<file path="src/rtl/spi_cmd_decoder_if.sv">
// Command-side handshake bundle of the SPI command decoder.
//   cmd_valid   decoded command pending
//   cmd_ready   consumer accepts command when valid & ready
//   cmd_onehot  one-hot opcode index, stable while cmd_valid
//   cmd_data    payload, first received byte in the MSBs
//   cmd_err     1-clk pulse: bad opcode, short frame or checksum fail
//   cmd_ovr     1-clk pulse: frame completed while a command was still pending
//   busy        frame in progress (chip select asserted, synchronised)
// Modports: master = decoder (produces commands), slave = command executor.
interface spi_cmd_decoder_if #(
    parameter int NUM_CMDS   = 4,
    parameter int DATA_BYTES = 2
);
    logic                    cmd_valid;
    logic                    cmd_ready;
    logic [NUM_CMDS-1:0]     cmd_onehot;
    logic [DATA_BYTES*8-1:0] cmd_data;
    logic                    cmd_err;
    logic                    cmd_ovr;
    logic                    busy;

    modport master (
        output cmd_valid, cmd_onehot, cmd_data, cmd_err, cmd_ovr, busy,
        input  cmd_ready
    );

    modport slave (
        input  cmd_valid, cmd_onehot, cmd_data, cmd_err, cmd_ovr, busy,
        output cmd_ready
    );
endinterface

</file>
<file path="src/rtl/spi_cmd_decoder.sv">
// SPI mode-0 slave front end: deframes opcode + payload frames from the external
// master into decoded commands with a valid/ready handshake.
// Ports:
//   clk, rst_n                 system clock, asynchronous active-low reset
//   spi_sclk/spi_cs_n/spi_mosi raw SPI pins (sclk idle low, sampled on rising edge, MSB first)
//   cmd                        spi_cmd_decoder_if.master (valid/ready, onehot, data, err, ovr, busy)
// Build option: define SPI_CMD_CHECKSUM_EN to expect a trailing XOR checksum byte
// (XOR of opcode and all payload bytes) after the payload.
//
// state      | meaning
// -----------+-----------------------------------------------------------
// ST_IDLE    | chip select high, counters cleared
// ST_OPCODE  | shifting the 8-bit opcode
// ST_PAYLOAD | shifting DATA_BYTES payload bytes
// ST_CHECK   | shifting the checksum byte (checksum build only)
// ST_DONE    | frame complete, further bits ignored until cs_n high
// ST_ERROR   | bad opcode or checksum, further bits ignored until cs_n high
module spi_cmd_decoder #(
    parameter int         NUM_CMDS    = 4,
    parameter logic [7:0] CMD_BASE    = 8'h41,
    parameter int         DATA_BYTES  = 2,
    parameter int         SYNC_STAGES = 2
) (
    input  logic             clk,
    input  logic             rst_n,
    input  logic             spi_sclk,
    input  logic             spi_cs_n,
    input  logic             spi_mosi,
    spi_cmd_decoder_if.master cmd
);

    localparam int DW  = DATA_BYTES * 8;
    localparam int BCW = (DATA_BYTES > 1) ? $clog2(DATA_BYTES) : 1;
    localparam logic [BCW-1:0] LAST_BYTE = BCW'(DATA_BYTES - 1);

    typedef enum logic [2:0] {
        ST_IDLE,
        ST_OPCODE,
        ST_PAYLOAD,
        ST_CHECK,
        ST_DONE,
        ST_ERROR
    } state_t;

    state_t state, state_next;

    logic [SYNC_STAGES-1:0] sclk_sync, cs_sync, mosi_sync;
    logic                   sclk_s, cs_s, mosi_s, sclk_d, sclk_rise;

    logic [2:0]          bit_cnt;
    logic [BCW-1:0]      byte_cnt;
    logic [7:0]          shift_reg;
    logic [DW-1:0]       data_reg;
    logic [NUM_CMDS-1:0] onehot_reg;
`ifdef SPI_CMD_CHECKSUM_EN
    logic [7:0]          csum;
`endif

    logic [7:0]          byte_next;
    logic [7:0]          opcode_diff;
    logic [NUM_CMDS-1:0] onehot_next;
    logic                opcode_ok;
    logic [DW-1:0]       data_next;
    logic                bit_last;
    logic                shift_en;
    logic                err_set;
    logic                complete;

    logic                valid_q, err_q, ovr_q;
    logic [NUM_CMDS-1:0] onehot_q;
    logic [DW-1:0]       data_q;

    // Synchronisers; cs_n resets to the deasserted level so reset never looks like a frame start.
    always_ff @(posedge clk or negedge rst_n) begin
        if (!rst_n) begin
            sclk_sync <= '0;
            cs_sync   <= '1;
            mosi_sync <= '0;
            sclk_d    <= 1'b0;
        end else begin
            sclk_sync <= {sclk_sync[SYNC_STAGES-2:0], spi_sclk};
            cs_sync   <= {cs_sync[SYNC_STAGES-2:0], spi_cs_n};
            mosi_sync <= {mosi_sync[SYNC_STAGES-2:0], spi_mosi};
            sclk_d    <= sclk_s;
        end
    end

    assign sclk_s    = sclk_sync[SYNC_STAGES-1];
    assign cs_s      = cs_sync[SYNC_STAGES-1];
    assign mosi_s    = mosi_sync[SYNC_STAGES-1];
    assign sclk_rise = sclk_s & ~sclk_d;

    // Value the shift register takes on this edge; used for decisions on the final bit of a byte.
    assign byte_next   = {shift_reg[6:0], mosi_s};
    assign opcode_diff = byte_next - CMD_BASE;
    assign data_next   = (data_reg << 8) | DW'(byte_next);
    assign bit_last    = (bit_cnt == 3'd7);

    // An opcode below CMD_BASE wraps to a large difference, but is rejected explicitly anyway.
    always_comb begin
        onehot_next = '0;
        for (int k = 0; k < NUM_CMDS; k++) begin
            onehot_next[k] = (opcode_diff == 8'(k));
        end
    end

    assign opcode_ok = (byte_next >= CMD_BASE) && (|onehot_next);

    assign shift_en = sclk_rise && !cs_s &&
                      ((state == ST_OPCODE) || (state == ST_PAYLOAD) || (state == ST_CHECK));

    always_ff @(posedge clk or negedge rst_n) begin
        if (!rst_n) begin
            state <= ST_IDLE;
        end else begin
            state <= state_next;
        end
    end

    always_comb begin
        state_next = state;
        err_set    = 1'b0;
        complete   = 1'b0;
        case (state)
            ST_IDLE: begin
                if (!cs_s) begin
                    state_next = ST_OPCODE;
                end
            end
            ST_OPCODE: begin
                if (cs_s) begin
                    state_next = ST_IDLE;
                    err_set    = 1'b1;
                end else if (sclk_rise && bit_last) begin
                    if (opcode_ok) begin
                        state_next = ST_PAYLOAD;
                    end else begin
                        state_next = ST_ERROR;
                        err_set    = 1'b1;
                    end
                end
            end
            ST_PAYLOAD: begin
                if (cs_s) begin
                    state_next = ST_IDLE;
                    err_set    = 1'b1;
                end else if (sclk_rise && bit_last && (byte_cnt == LAST_BYTE)) begin
`ifdef SPI_CMD_CHECKSUM_EN
                    state_next = ST_CHECK;
`else
                    state_next = ST_DONE;
                    complete   = 1'b1;
`endif
                end
            end
`ifdef SPI_CMD_CHECKSUM_EN
            ST_CHECK: begin
                if (cs_s) begin
                    state_next = ST_IDLE;
                    err_set    = 1'b1;
                end else if (sclk_rise && bit_last) begin
                    if (byte_next == csum) begin
                        state_next = ST_DONE;
                        complete   = 1'b1;
                    end else begin
                        state_next = ST_ERROR;
                        err_set    = 1'b1;
                    end
                end
            end
`endif
            ST_DONE, ST_ERROR: begin
                if (cs_s) begin
                    state_next = ST_IDLE;
                end
            end
            default: begin
                state_next = ST_IDLE;
            end
        endcase
    end

    // Frame datapath; everything is wiped while idle or as soon as cs_n is seen high,
    // so a partial frame never leaks into the next one.
    always_ff @(posedge clk or negedge rst_n) begin
        if (!rst_n) begin
            bit_cnt    <= '0;
            byte_cnt   <= '0;
            shift_reg  <= '0;
            data_reg   <= '0;
            onehot_reg <= '0;
`ifdef SPI_CMD_CHECKSUM_EN
            csum       <= '0;
`endif
        end else if ((state == ST_IDLE) || cs_s) begin
            bit_cnt    <= '0;
            byte_cnt   <= '0;
            shift_reg  <= '0;
            data_reg   <= '0;
            onehot_reg <= '0;
`ifdef SPI_CMD_CHECKSUM_EN
            csum       <= '0;
`endif
        end else if (shift_en) begin
            shift_reg <= byte_next;
            bit_cnt   <= bit_cnt + 3'd1;
            if (bit_last) begin
`ifdef SPI_CMD_CHECKSUM_EN
                csum <= csum ^ byte_next;
`endif
                if (state == ST_OPCODE) begin
                    onehot_reg <= onehot_next;
                end
                if (state == ST_PAYLOAD) begin
                    data_reg <= data_next;
                    byte_cnt <= byte_cnt + BCW'(1);
                end
            end
        end
    end

    // Output handshake. A completion in the same cycle as an accept replaces the
    // accepted command; a completion while one is stuck pending is dropped as overrun.
    always_ff @(posedge clk or negedge rst_n) begin
        if (!rst_n) begin
            valid_q  <= 1'b0;
            onehot_q <= '0;
            data_q   <= '0;
            err_q    <= 1'b0;
            ovr_q    <= 1'b0;
        end else begin
            err_q <= err_set;
            ovr_q <= 1'b0;
            if (complete) begin
                if (!valid_q || cmd.cmd_ready) begin
                    valid_q  <= 1'b1;
                    onehot_q <= onehot_reg;
`ifdef SPI_CMD_CHECKSUM_EN
                    data_q   <= data_reg;
`else
                    data_q   <= data_next;
`endif
                end else begin
                    ovr_q <= 1'b1;
                end
            end else if (valid_q && cmd.cmd_ready) begin
                valid_q <= 1'b0;
            end
        end
    end

    assign cmd.cmd_valid  = valid_q;
    assign cmd.cmd_onehot = onehot_q;
    assign cmd.cmd_data   = data_q;
    assign cmd.cmd_err    = err_q;
    assign cmd.cmd_ovr    = ovr_q;
    assign cmd.busy       = (state != ST_IDLE);

endmodule
</file>
<file path="src/flat_wrapper.sv">
// flat-port wrapper written by rule: the top's interface ports become plain ports
module spi_cmd_decoder_flat 
#(
    parameter int         NUM_CMDS    = 4,
    parameter logic [7:0] CMD_BASE    = 8'h41,
    parameter int         DATA_BYTES  = 2,
    parameter int         SYNC_STAGES = 2
)
  (clk, rst_n, spi_sclk, spi_cs_n, spi_mosi, cmd_cmd_valid, cmd_cmd_onehot, cmd_cmd_data, cmd_cmd_err, cmd_cmd_ovr, cmd_busy, cmd_cmd_ready);
  spi_cmd_decoder_if #(.NUM_CMDS(NUM_CMDS), .DATA_BYTES(DATA_BYTES)) cmd_i ();
  input  logic clk;
  input  logic rst_n;
  input  logic spi_sclk;
  input  logic spi_cs_n;
  input  logic spi_mosi;
  output wire logic [$bits(cmd_i.cmd_valid)-1:0] cmd_cmd_valid;
  output wire logic [$bits(cmd_i.cmd_onehot)-1:0] cmd_cmd_onehot;
  output wire logic [$bits(cmd_i.cmd_data)-1:0] cmd_cmd_data;
  output wire logic [$bits(cmd_i.cmd_err)-1:0] cmd_cmd_err;
  output wire logic [$bits(cmd_i.cmd_ovr)-1:0] cmd_cmd_ovr;
  output wire logic [$bits(cmd_i.busy)-1:0] cmd_busy;
  input wire logic [$bits(cmd_i.cmd_ready)-1:0] cmd_cmd_ready;
  assign cmd_cmd_valid = cmd_i.cmd_valid;
  assign cmd_cmd_onehot = cmd_i.cmd_onehot;
  assign cmd_cmd_data = cmd_i.cmd_data;
  assign cmd_cmd_err = cmd_i.cmd_err;
  assign cmd_cmd_ovr = cmd_i.cmd_ovr;
  assign cmd_busy = cmd_i.busy;
  assign cmd_i.cmd_ready = cmd_cmd_ready;
  spi_cmd_decoder #(.NUM_CMDS(NUM_CMDS), .CMD_BASE(CMD_BASE), .DATA_BYTES(DATA_BYTES), .SYNC_STAGES(SYNC_STAGES)) u_core (.clk(clk), .rst_n(rst_n), .spi_sclk(spi_sclk), .spi_cs_n(spi_cs_n), .spi_mosi(spi_mosi), .cmd(cmd_i));
endmodule
</file>
<file path="config.mk">
export PLATFORM = sky130hd
export DESIGN_NAME = spi_cmd_decoder_flat
export DESIGN_NICKNAME = d
export VERILOG_FILES = /design/src/rtl/spi_cmd_decoder_if.sv /design/src/rtl/spi_cmd_decoder.sv /design/src/flat_wrapper.sv
export SDC_FILE = /design/constraint.sdc
export NUM_CORES = 1
export LEC_CHECK = 0
export CAP_MARGIN = 20
export CORE_MARGIN = 3
export CORE_UTILIZATION = 49
export DETAILED_ROUTE_END_ITERATION = 16
export HOLD_SLACK_MARGIN = 0.12
export PLACE_DENSITY = 0.75
export SETUP_SLACK_MARGIN = 0.4
export SYNTH_ARGS = -nofsm -noshare
export SYNTH_HDL_FRONTEND = slang
export SYNTH_SLANG_ARGS = --single-unit
</file>
<file path="constraint.sdc">
create_clock -name clk -period 1.9 [get_ports clk]
set_input_delay 0.19 -clock clk [delete_from_list [all_inputs] [get_ports clk]]
set_output_delay 0.19 -clock clk [all_outputs]
set_load 0.05 [all_outputs]
</file>
==> out/results.ini <==
[synth]
share_of_the_synthesized_area_in_the_top_cell_type_pct=57.9
ys_top_cells_by_count=sky130_fd_sc_hd__dfrtp_1 (54), sky130_fd_sc_hd__mux2_2 (20), sky130_fd_sc_hd__nor2_1 (17), sky130_fd_sc_hd__mux2i_1 (9)
synthArstFlopShare_pct=100
yosys_register_bits=56
yosys_warnings=0
ys_dominant_reg_cell=sky130_fd_sc_hd__dfrtp_1
synth.area.top_cells=sky130_fd_sc_hd__dfrtp_1 (58%), sky130_fd_sc_hd__mux2_2 (9.7%), sky130_fd_sc_hd__mux2i_1 (3.9%)
yosysSeqAreaShare_pct=60.2
post_synth_num_cell_types=44
synthesis.area_mm2=0.00233
synth_most_common_cell=sky130_fd_sc_hd__dfrtp_1
syn_inst=178
netlist.top_cell.by_area=sky130_fd_sc_hd__dfrtp_1
syn_nets=186
synth_edf_count=0
synthesis.area_per_instance_um2=13.1

[sta]
worst_slew_pin_slew_ps=505
slew_violations=0
period_needed_ps=1790
min_period_over_period_pct=94.3
worst_slack_ps=108
slew-limit-headroom_pct=66.3
highest_achievable_clock_rate_mhz=558
unrepaired_setup_endpoints_after_global_routing=yes
report.final.hold_viol_count=0
clock_skew_ps=8.08
totalNegativeSetupSlack_ps=0
timing.final.setup_violations=0

[global_routing]
grt_antenna_before_repair=0
first_global_vias=1634
groute.usage.overall_pct=18.5
grt_max_degree=57
grt_first_pass_wirelength_mm=7.86
grt.overflow.total=0

[final_layout]
fin_cells=283
finish.utilization_pct=69.7
area_growth_from_synthesis_to_final_layout_pct=33.6
final_nets=239
drive_gt1_share_pct=36.4
diodes=0
largest_register_ff_count=16

[worst_hold_path]
holdCritPathClass=input port to register
worstHoldStart=spi_cs_n
hold_end=u_core.cs_sync[0]
hold_path_depth=1

[setup_path]
criticalPathCategory=register to register
slowest_stage=sky130_fd_sc_hd__or4b_4
worst-endpoint-arrival_ps=2000
cp-startpoint=u_core.shift_reg[4]
worst_path_largest_cell_delay_ps=560
reg2reg_depth=5
series_of_cell_instances_along_the_critical_path=or4b_4 -> nor4b_4 -> buf_4 -> nand3_2 -> o211a_1
r2r-start=u_core.shift_reg[4]
r2r_slack_ps=110
worst-path-max-fanout=4
reg2reg_to=u_core.state[0]
timing.critical_path.to_type=register
worstSetupStartpointType=register
worstPathRequired_ps=2100

[place]
io_buffers=29
place_hpwl_mm=3.12
worst_setup_slack_after_placement_ps=53.0
placed_cells=263
place_congestion=0.906

[cts]
clk-insertion-delay-late_ps=310
sink_count=56
clock-root-buffer=sky130_fd_sc_hd__clkbuf_8
ctsLongestPathBuffers=2
tritoncts_clock_tree=done
numCtsBuffers=5
ctsHtreeMaxLevel=2
clkSlewWorstSetupHoldPaths_ps=100

[power_and_ir_drop]
static-leakage-power_uw=0.00160
irDropWorstVdd_mv=0.326
cellPowerDensity_mw_per_mm2=640

[detailed_routing]
drt_first_iter_violations=44
drt-vias-per-instance=5.60
drc_errors=0
wirelength_mm=4.81
drt_pass1_iterations=4
drtAntennaViolNets=0
route.detailed.wl_per_inst_um=17.0
vias=1584

[floorplan]
die_height_um=75.0
floorplan.io_pins=30
core_area_mm2=0.00447
die_area_mm2=0.00562
floorplan.rows=24
die-width_um=75.0
initial_utilization_pct=52.1

[outcome]
status=finished clean

[flow_run]
max-cap-violations=0

metal layers:
metal | vias to the layer above | part of all wire [%] | track usage, %
li1 | 733 | - | -
met1 | 791 | 45 | 24.2
met2 | 49 | 49 | 29.7
met3 | 11 | 4.3 | 4.94
met4 | 0 | 2.0 | 6.72
met5 | - | 0 | 0
power breakdown:
| part | internal (uW) | leakage (uW) | switching, uW |
|---|---|---|---|
| combinational | 49.7 | 0.000800 | 70.2 |
| clock | 291 | 0.0000473 | 368 |
| sequential | 1200 | 0.000758 | 9.59 |
area by class of cell:
| type | instances | area, um2 |
|---|---|---|
| Fill cell | 311 | 1360 |
| Clock inverter | 1 | 8.76 |
| Multi-Input combinational cell | 110 | 1030 |
| Clock buffer | 6 | 82.6 |
| Tap cell | 52 | 65.1 |
| Timing Repair Buffer | 57 | 523 |
| Sequential cell | 56 | 1410 |
| Inverter | 1 | 3.75 |
layout by cell type, fill, tap and decap left out, drive strengths merged, types with 2 or more instances in the layout:
master	instances
dfstp	2
nor3	3
nor2	17
dlygate4sd2	22
mux2	20
dfrtp	54
nor4	2
a21oi	3
nand2	7
o21ai	6
buf	29
nand3	3
a22o	8
nand4	2
nand2b	5
nand3b	2
mux2i	9
clkbuf	6
nor2b	3
clkdlybuf4s50	4
ha	2
o41ai	2
worst max path at each step:
stage | depth (start not counted) | slack, ps | to
floorplan | 4 | 170 | u_core.state[0]
global placement | 4 | 110 | u_core.state[0]
detailed placement | 4 | 50 | u_core.state[0]
CTS | 6 | 140 | u_core.cmd.cmd_data[4]
global route | 5 | 20 | u_core.state[1]
finish | 5 | 110 | u_core.state[0]
worst max-delay path, delay by kind of cell (launching register included):
| family | cells | cell delay, ps |
|---|---|---|
| AOI/OAI and AO/OA | 1 | 220 |
| buffers and inverters | 1 | 180 |
| and+or+nand+nor | 3 | 900 |
| DFF | 1 | 390 |
metrics by stage:
| step | total power, uW | hold WS [ps] | area, um2 |
|---|---|---|---|
| 6_report | 1990 | 278 | 3120 |
| 5_1_grt | 2060 | 269 | 3120 |
| 4_1_cts | 2010 | 266 | 3070 |
| 3_5_place_dp | 1340 | 209 | 2850 |
| 3_3_place_gp | 1340 | 206 | 2850 |
| 2_1_floorplan | 1280 | -106 | 2440 |
logic make-up after synthesis:
logic type | Yosys count | synth area share (%)
flops | 56 | 60.2
simple gates | 52 | 13.0
mux | 29 | 13.5
compound gates | 26 | 8.64
buf+inv | 12 | 3.16
fa+ha+maj | 2 | 1.07
xor+xnor | 1 | 0.376
timing repair:
action	in CTS	in global routing
setup buffers	9	2
gates resized for setup	41	9
hold endpoints to repair	54	0
hold buffers	1	0
cloned	0	1
endpoints found under the setup margin	61	42
pin swaps	8	8
Power figures use the tool's default switching activity.
